`config.mk`:
```
export PLATFORM = sky130hd
export DESIGN_NAME = ejector_sink
export DESIGN_NICKNAME = d
export VERILOG_FILES = /design/src/rtl/ejector_sink.sv
export SDC_FILE = /design/constraint.sdc
export NUM_CORES = 1
export LEC_CHECK = 0
export ABC_CLOCK_PERIOD_IN_PS = 4000
export CELL_PAD_IN_SITES_DETAIL_PLACEMENT = 1
export CELL_PAD_IN_SITES_GLOBAL_PLACEMENT = 1
export CORE_UTILIZATION = 30
export DETAILED_ROUTE_END_ITERATION = 10
export PLACE_DENSITY_LB_ADDON = 0.2
export SLEW_MARGIN = 25
export SYNTH_ARGS = -nofsm -noshare
export SYNTH_HDL_FRONTEND = slang
export SYNTH_SLANG_ARGS = --single-unit
```
`constraint.sdc`:
```
create_clock -name clk -period 4 [get_ports clk]
set_input_delay 0.8 -clock clk [delete_from_list [all_inputs] [get_ports clk]]
set_output_delay 0.8 -clock clk [all_outputs]
set_load 0.05 [all_outputs]
```
`src/rtl/ejector_sink.sv`:
```
// Network ejection sink: grants one router packet per request, buffers it, and drains to the PE.
// Optional per-capture logging is enabled with macro EJECTOR_LOG_EN.
module ejector_sink #(
   parameter int         dataWidth   = 32,
   parameter logic [5:0] ModuleID    = 6'b000_000,
   parameter int         FIFO_DEPTH  = 4,
   parameter int         DRAIN_DELAY = 2
) (
   input  logic                 clk,
   input  logic                 reset,
   input  logic                 ReqUpStr,
   input  logic [dataWidth-1:0] PacketIn,
   output logic                 GntUpStr,
   output logic                 UpStrFull,
   output logic [dataWidth-1:0] PktOut,
   output logic                 PktValid,
   output logic [15:0]          RxCount,
   output logic [7:0]           ErrCount
);

   localparam int            PW      = $clog2(FIFO_DEPTH);
   localparam int            CW      = PW + 1;
   localparam logic [CW-1:0] DEPTH_C = CW'(FIFO_DEPTH);
   localparam logic [15:0]   DD_C    = 16'(DRAIN_DELAY);

   typedef enum logic {IDLE = 1'b0, WAIT_REL = 1'b1} state_e;

   state_e               state_q, state_d;
   logic [PW-1:0]        wr_ptr_q, wr_ptr_d, rd_ptr_q, rd_ptr_d;
   logic [CW-1:0]        cnt_q, cnt_d;
   logic [15:0]          tmr_q, tmr_d;
   logic [31:0]          cyc_q, cyc_d;
   logic                 gnt_q, gnt_d, vld_q, vld_d;
   logic [dataWidth-1:0] out_q, out_d;
   logic [15:0]          rx_cnt_q, rx_cnt_d;
   logic [7:0]           err_cnt_q, err_cnt_d;
   logic [dataWidth-1:0] mem_q [FIFO_DEPTH];
   logic                 push_s, pop_s, misroute_s;

   // A nonzero residual offset in the low three bits of xDst or yDst means the packet landed at the wrong node.
   assign misroute_s = (PacketIn[30:28] != 3'b000) || (PacketIn[26:24] != 3'b000);

   always_comb begin
      state_d = state_q;
      push_s  = 1'b0;
      case (state_q)
         IDLE: begin
            if (ReqUpStr && (cnt_q < DEPTH_C)) begin
               push_s  = 1'b1;
               state_d = WAIT_REL;
            end else begin
               state_d = IDLE;
            end
         end
         WAIT_REL: begin
            if (!ReqUpStr) begin
               state_d = IDLE;
            end else begin
               state_d = WAIT_REL;
            end
         end
         default: state_d = IDLE;
      endcase
      gnt_d = push_s;
   end

   always_comb begin
      pop_s    = (cnt_q != {CW{1'b0}}) && (tmr_q == DD_C);
      wr_ptr_d = push_s ? wr_ptr_q + 1'b1 : wr_ptr_q;
      rd_ptr_d = pop_s ? rd_ptr_q + 1'b1 : rd_ptr_q;
      case ({push_s, pop_s})
         2'b10:   cnt_d = cnt_q + 1'b1;
         2'b01:   cnt_d = cnt_q - 1'b1;
         default: cnt_d = cnt_q;
      endcase
      if ((cnt_q == {CW{1'b0}}) || pop_s) begin
         tmr_d = 16'd0;
      end else begin
         tmr_d = tmr_q + 16'd1;
      end
      out_d     = pop_s ? mem_q[rd_ptr_q] : out_q;
      vld_d     = pop_s;
      rx_cnt_d  = (push_s && (rx_cnt_q != 16'hFFFF)) ? rx_cnt_q + 16'd1 : rx_cnt_q;
      err_cnt_d = (push_s && misroute_s && (err_cnt_q != 8'hFF)) ? err_cnt_q + 8'd1 : err_cnt_q;
      cyc_d     = cyc_q + 32'd1;
   end

   always_ff @(posedge clk or negedge reset) begin
      if (!reset) begin
         state_q   <= IDLE;
         wr_ptr_q  <= {PW{1'b0}};
         rd_ptr_q  <= {PW{1'b0}};
         cnt_q     <= {CW{1'b0}};
         tmr_q     <= 16'd0;
         cyc_q     <= 32'd0;
         gnt_q     <= 1'b0;
         vld_q     <= 1'b0;
         out_q     <= {dataWidth{1'b0}};
         rx_cnt_q  <= 16'd0;
         err_cnt_q <= 8'd0;
      end else begin
         state_q   <= state_d;
         wr_ptr_q  <= wr_ptr_d;
         rd_ptr_q  <= rd_ptr_d;
         cnt_q     <= cnt_d;
         tmr_q     <= tmr_d;
         cyc_q     <= cyc_d;
         gnt_q     <= gnt_d;
         vld_q     <= vld_d;
         out_q     <= out_d;
         rx_cnt_q  <= rx_cnt_d;
         err_cnt_q <= err_cnt_d;
      end
   end

   // Storage needs no reset: pointers and count define which entries are live.
   always_ff @(posedge clk) begin
      if (push_s) begin
         mem_q[wr_ptr_q] <= PacketIn;
      end
   end

   assign GntUpStr  = gnt_q;
   assign UpStrFull = (cnt_q == DEPTH_C);
   assign PktOut    = out_q;
   assign PktValid  = vld_q;
   assign RxCount   = rx_cnt_q;
   assign ErrCount  = err_cnt_q;

`ifdef EJECTOR_LOG_EN
   always @(posedge clk) begin
      if (reset && push_s) begin
         $display("Ejector_Log_%0d: %0t %0d xSrc=%0d ySrc=%0d id=%0d misroute=%0b", ModuleID, $time, cyc_q,
                  PacketIn[23:20], PacketIn[19:16], PacketIn[15:6], misroute_s);
      end
   end
`endif

endmodule
```
==> out/metrics.yaml, run 1 <==
outcome:
  outcome: "finished, final reports clean"
placed_design:
  input_output_buffers: 93
  routabilityCongestion: 0.743
  place_area_sq_um: 9670
  dp.final_hpwl_mm: 12.4
  place_inst: 897
setup_path:
  rr_worst_depth: 11
  start_kind: "flip-flop"
  rr_startpoint: "tmr_q[0]"
  path_max_fanout: 3
  critPathRequiredTime_ns: 3.20
  setup.reg_to_reg.worst_slack_ns: 1.46
  end_kind: "output pin"
  worst_path_max_delay_cell: "clkdlybuf4s50_1"
  timing.critical_path.arrival_ns: 2.01
  crit-reg2reg-capture: "cnt_q[2]"
  timing.critical_path.cells: "inv_1 -> and3_1 -> clkdlybuf4s50_1"
  crit_path_max_incr_delay_ns: 0.80
  worstSetupPathType: "reg2out"
  worst_setup_path_endpoint: "UpStrFull"
  startpoint: "cnt_q[0]"
synth:
  synth_flop_cell: "edfxtp_1"
  fraction_of_synthesis_flops_using_an_asynchronous_set_or_reset_pin: 0.390
  synth-edff-count: 128
  synth.yosys.warnings: 0
  synth-seq-cells: 210
  seq_area_frac_synth: 0.710
  synth.top_cells.by_area: "edfxtp_1 (46%), dfrtp_1 (25%), mux4_2 (8.7%)"
  syn_area_per_cell_sq_um: 17.7
  synthesis.nets: 513
  syn-instance-count: 468
  synth_largest_area_cell: "edfxtp_1"
  synth_largest_type_area_fraction: 0.463
  synth_cell_type_count: 46
  mappedNetlistArea_sq_um: 8300
layout:
  mostFrequentLayoutCells: "edfxtp_1 (128), clkdlybuf4s50_1 (92), dfrtp_1 (80)"
  finish.instance_area_sq_um: 10400
  drive_above_1_share: 0.201
  instances_no_fill: 939
  final_common_cell: "edfxtp_1"
  antenna_cells: 0
  area_delta_synth_final_pct: 25.2
  fin_nets: 626
drt:
  detail_route.wirelength_mm: 18.1
  ant_nets: 0
  vias_per_cell: 4.71
  num_vias: 4427
  drt_drc_violations_left: 0
  drt_pre_antenna_iters: 4
  wl_per_cell_um: 19.3
  detailedRoute.firstIterationViolations: 200
timing:
  worst-slew-pin-transition_ns: 0.841
  slew-limit-headroom: 0.439
  finalCritPeriodShare: 0.702
  grt_setup_unrepaired: "false"
  finalSetupViolations: 0
  fin_crit_ns: 2.81
  timing.hold.ws_ns: 0.376
  final_hold_viol_count: 0
  fmaxAchievable_mhz: 356
  tns_ns: 0
  finalClockSkew_ns: 0.00816
  final-max-slew-violation-count: 0
grt:
  grt_start_max_net_pins: 60
  global_route_wire_length_before_repair_mm: 28.9
  grt_antenna_before_repair: 1
  vias_in_the_first_global_route: 4903
  grt-ovfl-total: 0
  grt.total_usage: 0.132
floorplanning:
  io_pins: 94
  die_w_um: 168
  core_area_sq_um: 27000
  design.die.area_sq_um: 28300
  num_rows: 60
  die-height_um: 168
  initial_core_util: 0.307
cts:
  post_cts.resized_instances: 0
  h-tree-depth: 1
  count_of_hold_buffers_inserted_by_post_cts_repair: 0
  cts_tree: "yes"
  cts_root_buffer: "clkbuf_16"
  clk_pin_slew_worst_paths_ns: 0.06
  postCtsSetupBuffers: 0
  cts-buffers-inserted: 23
  cts-root-to-sink-buffers: 3
  clk_latency_worst_skew_pair_ns: 0.51
  clock_sink_count: 210
power:
  total_leakage_power_nw: 3.75
  post-layout-total-power_mw: 7.85
  vdd_drop_max_mv: 0.318
  powerDensity_nw_per_um2: 756
hold_path:
  hold_class: "in2async"
job:
  max_cap_violations: 0
==> state kept, by name (all words and copies together), names as in the netlist <==
signal	flops
rd_ptr_q	2
wr_ptr_q	2
cnt_q	3
mem_q	128
PktValid	1
RxCount	16
state_q	1
GntUpStr	1
ErrCount	8
PktOut	32
tmr_q	16
==> how the worst min path moves through the flow <==
stage / startpoint / cells past startpoint / to / slack, ns
final: reset / 1 / tmr_q[7] / 0.38
after CTS: reset / 1 / tmr_q[7] / 0.41
after global placement: PktOut[7] / 1 / PktOut[7] / 0.47
after floorplan: cnt_q[0] / 1 / cnt_q[0] / 0.46
after detailed placement: PktOut[7] / 1 / PktOut[7] / 0.48
after global routing: reset / 1 / tmr_q[7] / 0.44
==> cells by family (layout without fill, tap and decap cells) <==
logic type               after synthesis  count (layout)  share of synthesized area
adder cells (fa/ha/maj)               10              10                     0.0160
XOR/XNOR                              38              38                     0.0401
flip-flops                           210             210                      0.710
buffers and inverters                 24             154                     0.0139
AND/OR/NAND/NOR                      108             108                     0.0755
multiplexers                          68              68                      0.135
AO/OA/AOI/OAI                         10              10                    0.00889
==> final cells by class <==
| class | instances | area (sq um) |
|---|---|---|
| Sequential cell | 210 | 5900 |
| Timing Repair Buffer | 104 | 1010 |
| Fill cell | 2676 | 16600 |
| Multi-Input combinational cell | 234 | 2300 |
| Inverter | 8 | 30.0 |
| Tap cell | 341 | 427 |
| Clock inverter | 14 | 129 |
| Clock buffer | 28 | 594 |
==> power breakdown <==
part	total (mW)	switching (mW)	internal (mW)
Sequential	3.14	0.390	2.75
Clock	2.04	0.853	1.19
Combinational	2.67	1.55	1.12
==> stage by stage <==
step                 util  worst slack, ns
CTS                 0.385             1.14
global route        0.385             1.03
floorplan               -             1.36
global placement    0.358            0.666
finish              0.385             1.19
detailed placement  0.358            0.597
==> cell usage after synthesis (all sizes together) (2+ instances only) <==
cell type / n
nand3: 15
nor2: 24
dfrtp: 82
mux2: 35
mux4: 32
ha: 9
nand2: 13
and4: 4
edfxtp: 128
a21oi: 4
xnor2: 20
nand4: 15
buf: 9
clkbuf: 7
nor4b: 2
nor3: 4
nor4: 9
inv: 7
xor2: 18
and2: 6
and3: 8
o21ai: 2
==> critical path: cells and delay by family, from the launching register on <==
kind | cells | cell delay (ns)
and+or+nand+nor | 1 | 0.18
DFF | 1 | 0.41
buffers and inverters | 2 | 0.91
==> metal layers <==
| layer | track usage | up-vias | share of wire |
|---|---|---|---|
| met5 | 0 | - | 0.00094 |
| met4 | 0.0391 | 2 | 0.019 |
| met3 | 0.0226 | 29 | 0.037 |
| met2 | 0.232 | 72 | 0.51 |
| met1 | 0.166 | 2312 | 0.43 |
| li1 | - | 2012 | - |
Note: power is estimated with default switching activity, not from simulation.
==> run 2, diff against run 1 <==
ABC_CLOCK_PERIOD_IN_PS = 2390   (was 4000)
clock period = 2.39 ns   (was 4 ns; I/O delays follow)
==> out/metrics.yaml, run 2 (synthesis gave the netlist of run 1 again) <==
setup_path:
  start_kind: "flip-flop"
  critical-path-top-delay-family: "buffers and inverters"
  crit_path_max_incr_delay_ns: 0.86  # +0.06 ns
  critPathRequiredTime_ns: 1.91  # -1.29 ns
  worst_path_max_delay_cell: "clkdlybuf4s50_1"
  timing.critical_path.arrival_ns: 1.81  # -0.20 ns
  path_max_fanout: 5  # +2
  worstSetupPathType: "reg2out"
  buffering_stage_count_on_the_worst_path_with_inverters_included: 1  # -1
  end_kind: "output pin"
  timing.critical_path.cells: "clkdlybuf4s50_1"
grt:
  grt.total_usage: 0.134  # +0.00178
  grt_antenna_before_repair: 0  # -1
  grt-ovfl-total: 0  # unchanged
  groute.layer.met2.usage: 0.239  # +0.00740
  grt-busiest-layer: "met2"
  grt.met1_usage: 0.164  # -0.00231
  vias_in_the_first_global_route: 5054  # +3.1%
  grt_start_max_net_pins: 38  # -37%
  use_met3: 0.0273  # +0.00470
  global_route_wire_length_before_repair_mm: 29.3  # +1.3%
power:
  vdd_drop_max_mv: 0.725  # +130%
  total_leakage_power_nw: 3.96  # +5.7%
  post-layout-total-power_mw: 13.8  # +76%
  powerDensity_nw_per_um2: 1280  # +69%
timing:
  fin_crit_ns: 2.29
  finalSetupViolations: 0  # unchanged
  worst-slew-pin-transition_ns: 0.580  # -0.261 ns
  finalCritPeriodShare: 0.957
  final-max-slew-violation-count: 0  # unchanged
  fmaxAchievable_mhz: 437
  slew-limit-headroom: 0.612  # +0.173
  grt_setup_unrepaired: "false"
  worst_path_setup_slack_after_routing_ns: 0.103  # -1.09 ns
  final_hold_viol_count: 0  # unchanged
  finalClockSkew_ns: 0.00847  # +0.000313 ns
layout:
  antenna_cells: 0  # unchanged
  fin_nets: 648  # +3.5%
  final_common_cell: "edfxtp_1"
  max_flop_register: "mem_q"
  instances_no_fill: 962  # +2.4%
  drive_above_1_share: 0.230  # +0.0296
  area_delta_synth_final_pct: 30.5
  mostFrequentLayoutCells: "edfxtp_1 (128), clkdlybuf4s50_1 (91), dfrtp_1 (80)"
  largest_reg_flops: 128  # unchanged
job:
  max_cap_violations: 0  # unchanged
cts:
  clock_sink_count: 210  # unchanged
  cts-buffers-inserted: 24  # +4.3%
  clk_pin_slew_worst_paths_ns: 0.06  # about the same
  postCtsSetupBuffers: 0  # unchanged
  cts-root-to-sink-buffers: 3  # unchanged
  clk_latency_worst_skew_pair_ns: 0.51  # about the same
  cts_tree: "yes"
  h-tree-depth: 1  # unchanged
  cts_root_buffer: "clkbuf_16"
placed_design:
  routabilityCongestion: 0.772  # +3.9%
  place_inst: 917  # +2.2%
  input_output_buffers: 93  # unchanged
  preCtsSetupSlack_ns: -0.00120  # -0.598 ns
  dp.final_hpwl_mm: 12.3  # -0.78%
floorplanning:
  initial_core_util: 0.307  # unchanged
  num_rows: 60  # unchanged
  core_area_sq_um: 27000  # unchanged
  design.die.area_sq_um: 28300  # unchanged
  io_pins: 94  # unchanged
  die_w_um: 168  # unchanged
  die-height_um: 168  # unchanged
drt:
  drt_pre_antenna_iters: 4  # unchanged
  detailedRoute.firstIterationViolations: 226  # +13%
  detail_route.wirelength_mm: 18.2  # +0.73%
  num_vias: 4539  # +2.5%
  vias_per_cell: 4.72  # about the same
  ant_nets: 0  # unchanged
  drt_drc_violations_left: 0  # unchanged
  wl_per_cell_um: 19.0  # -1.7%
hold_path:
  hold_class: "reg2reg"
outcome:
  outcome: "finished, final reports clean"
[run 2: cell types whose count changed in the layout (fill, tap and decap cells not counted), sizes merged, moves of 2 or more]
cell,before,now
clkinv,9,11
clkinvlp,3,0
bufinv,2,5
buf,12,32
[run 2: metrics by stage]
step | setup TNS [ns] | utilization | instance area, sq um | hold slack (ns)
global route | 0 | 0.401 | 10800 | 0.504
global placement | 0 | 0.368 | 9950 | 0.468
detailed placement | -0.00120 | 0.368 | 9950 | 0.478
CTS | 0 | 0.400 | 10800 | 0.492
floorplan | 0 | - | 8310 | 0.182
finish | 0 | 0.401 | 10800 | 0.484
[run 2: cell type report]
cell class / count / area, sq um
clock buffers: 29 / 641
clock inverters: 15 / 198
fillers: 2667 / 16200
inverters: 8 / 30.0
multi-input cells: 234 / 2350
flip-flops and latches: 210 / 5900
well taps: 341 / 427
repair buffers: 125 / 1290
[run 2: what timing repair did]
action,in CTS,in global routing
hold buffers,1,0
endpoints found under the hold margin,17,0
gates resized for setup,2,4
setup endpoints to repair,2,1
pin swaps,0,1
[run 2: worst reg2reg max path, stage by stage (launching register included)]
cell,delay [ns]
dfrtp_1,0.41
nor4_1,0.34
nand4_1,0.25
nor2b_4,0.19
ha_4,0.15
inv_1,0.05
fa_1,0.37
xor2_1,0.15
nor2_1,0.11
xor2_1,0.15
[run 2: where the power goes]
part	switching (mW)	internal, mW
registers	0.448	4.61
logic	2.86	2.06
clock network	1.41	2.44
[run 2: final timing paths]
check	to	cells after the start	slack, ns	start
setup / recovery	RxCount[2]	1	0.10	RxCount[2]
hold / removal	PktOut[17]	1	0.48	PktOut[17]
setup reg to reg	cnt_q[2]	9	0.15	tmr_q[6]
hold reg to reg	PktOut[17]	1	0.48	PktOut[17]
max in group asynchronous	PktOut[21]	3	1.22	reset
min in group asynchronous	tmr_q[3]	2	0.51	reset
[run 2: per-layer routing]
metal / wire length [um] / part of all wire
met2: 9380 / 0.51
met1: 7740 / 0.42
met3: 764 / 0.042
met5: 0 / 0
met4: 359 / 0.020
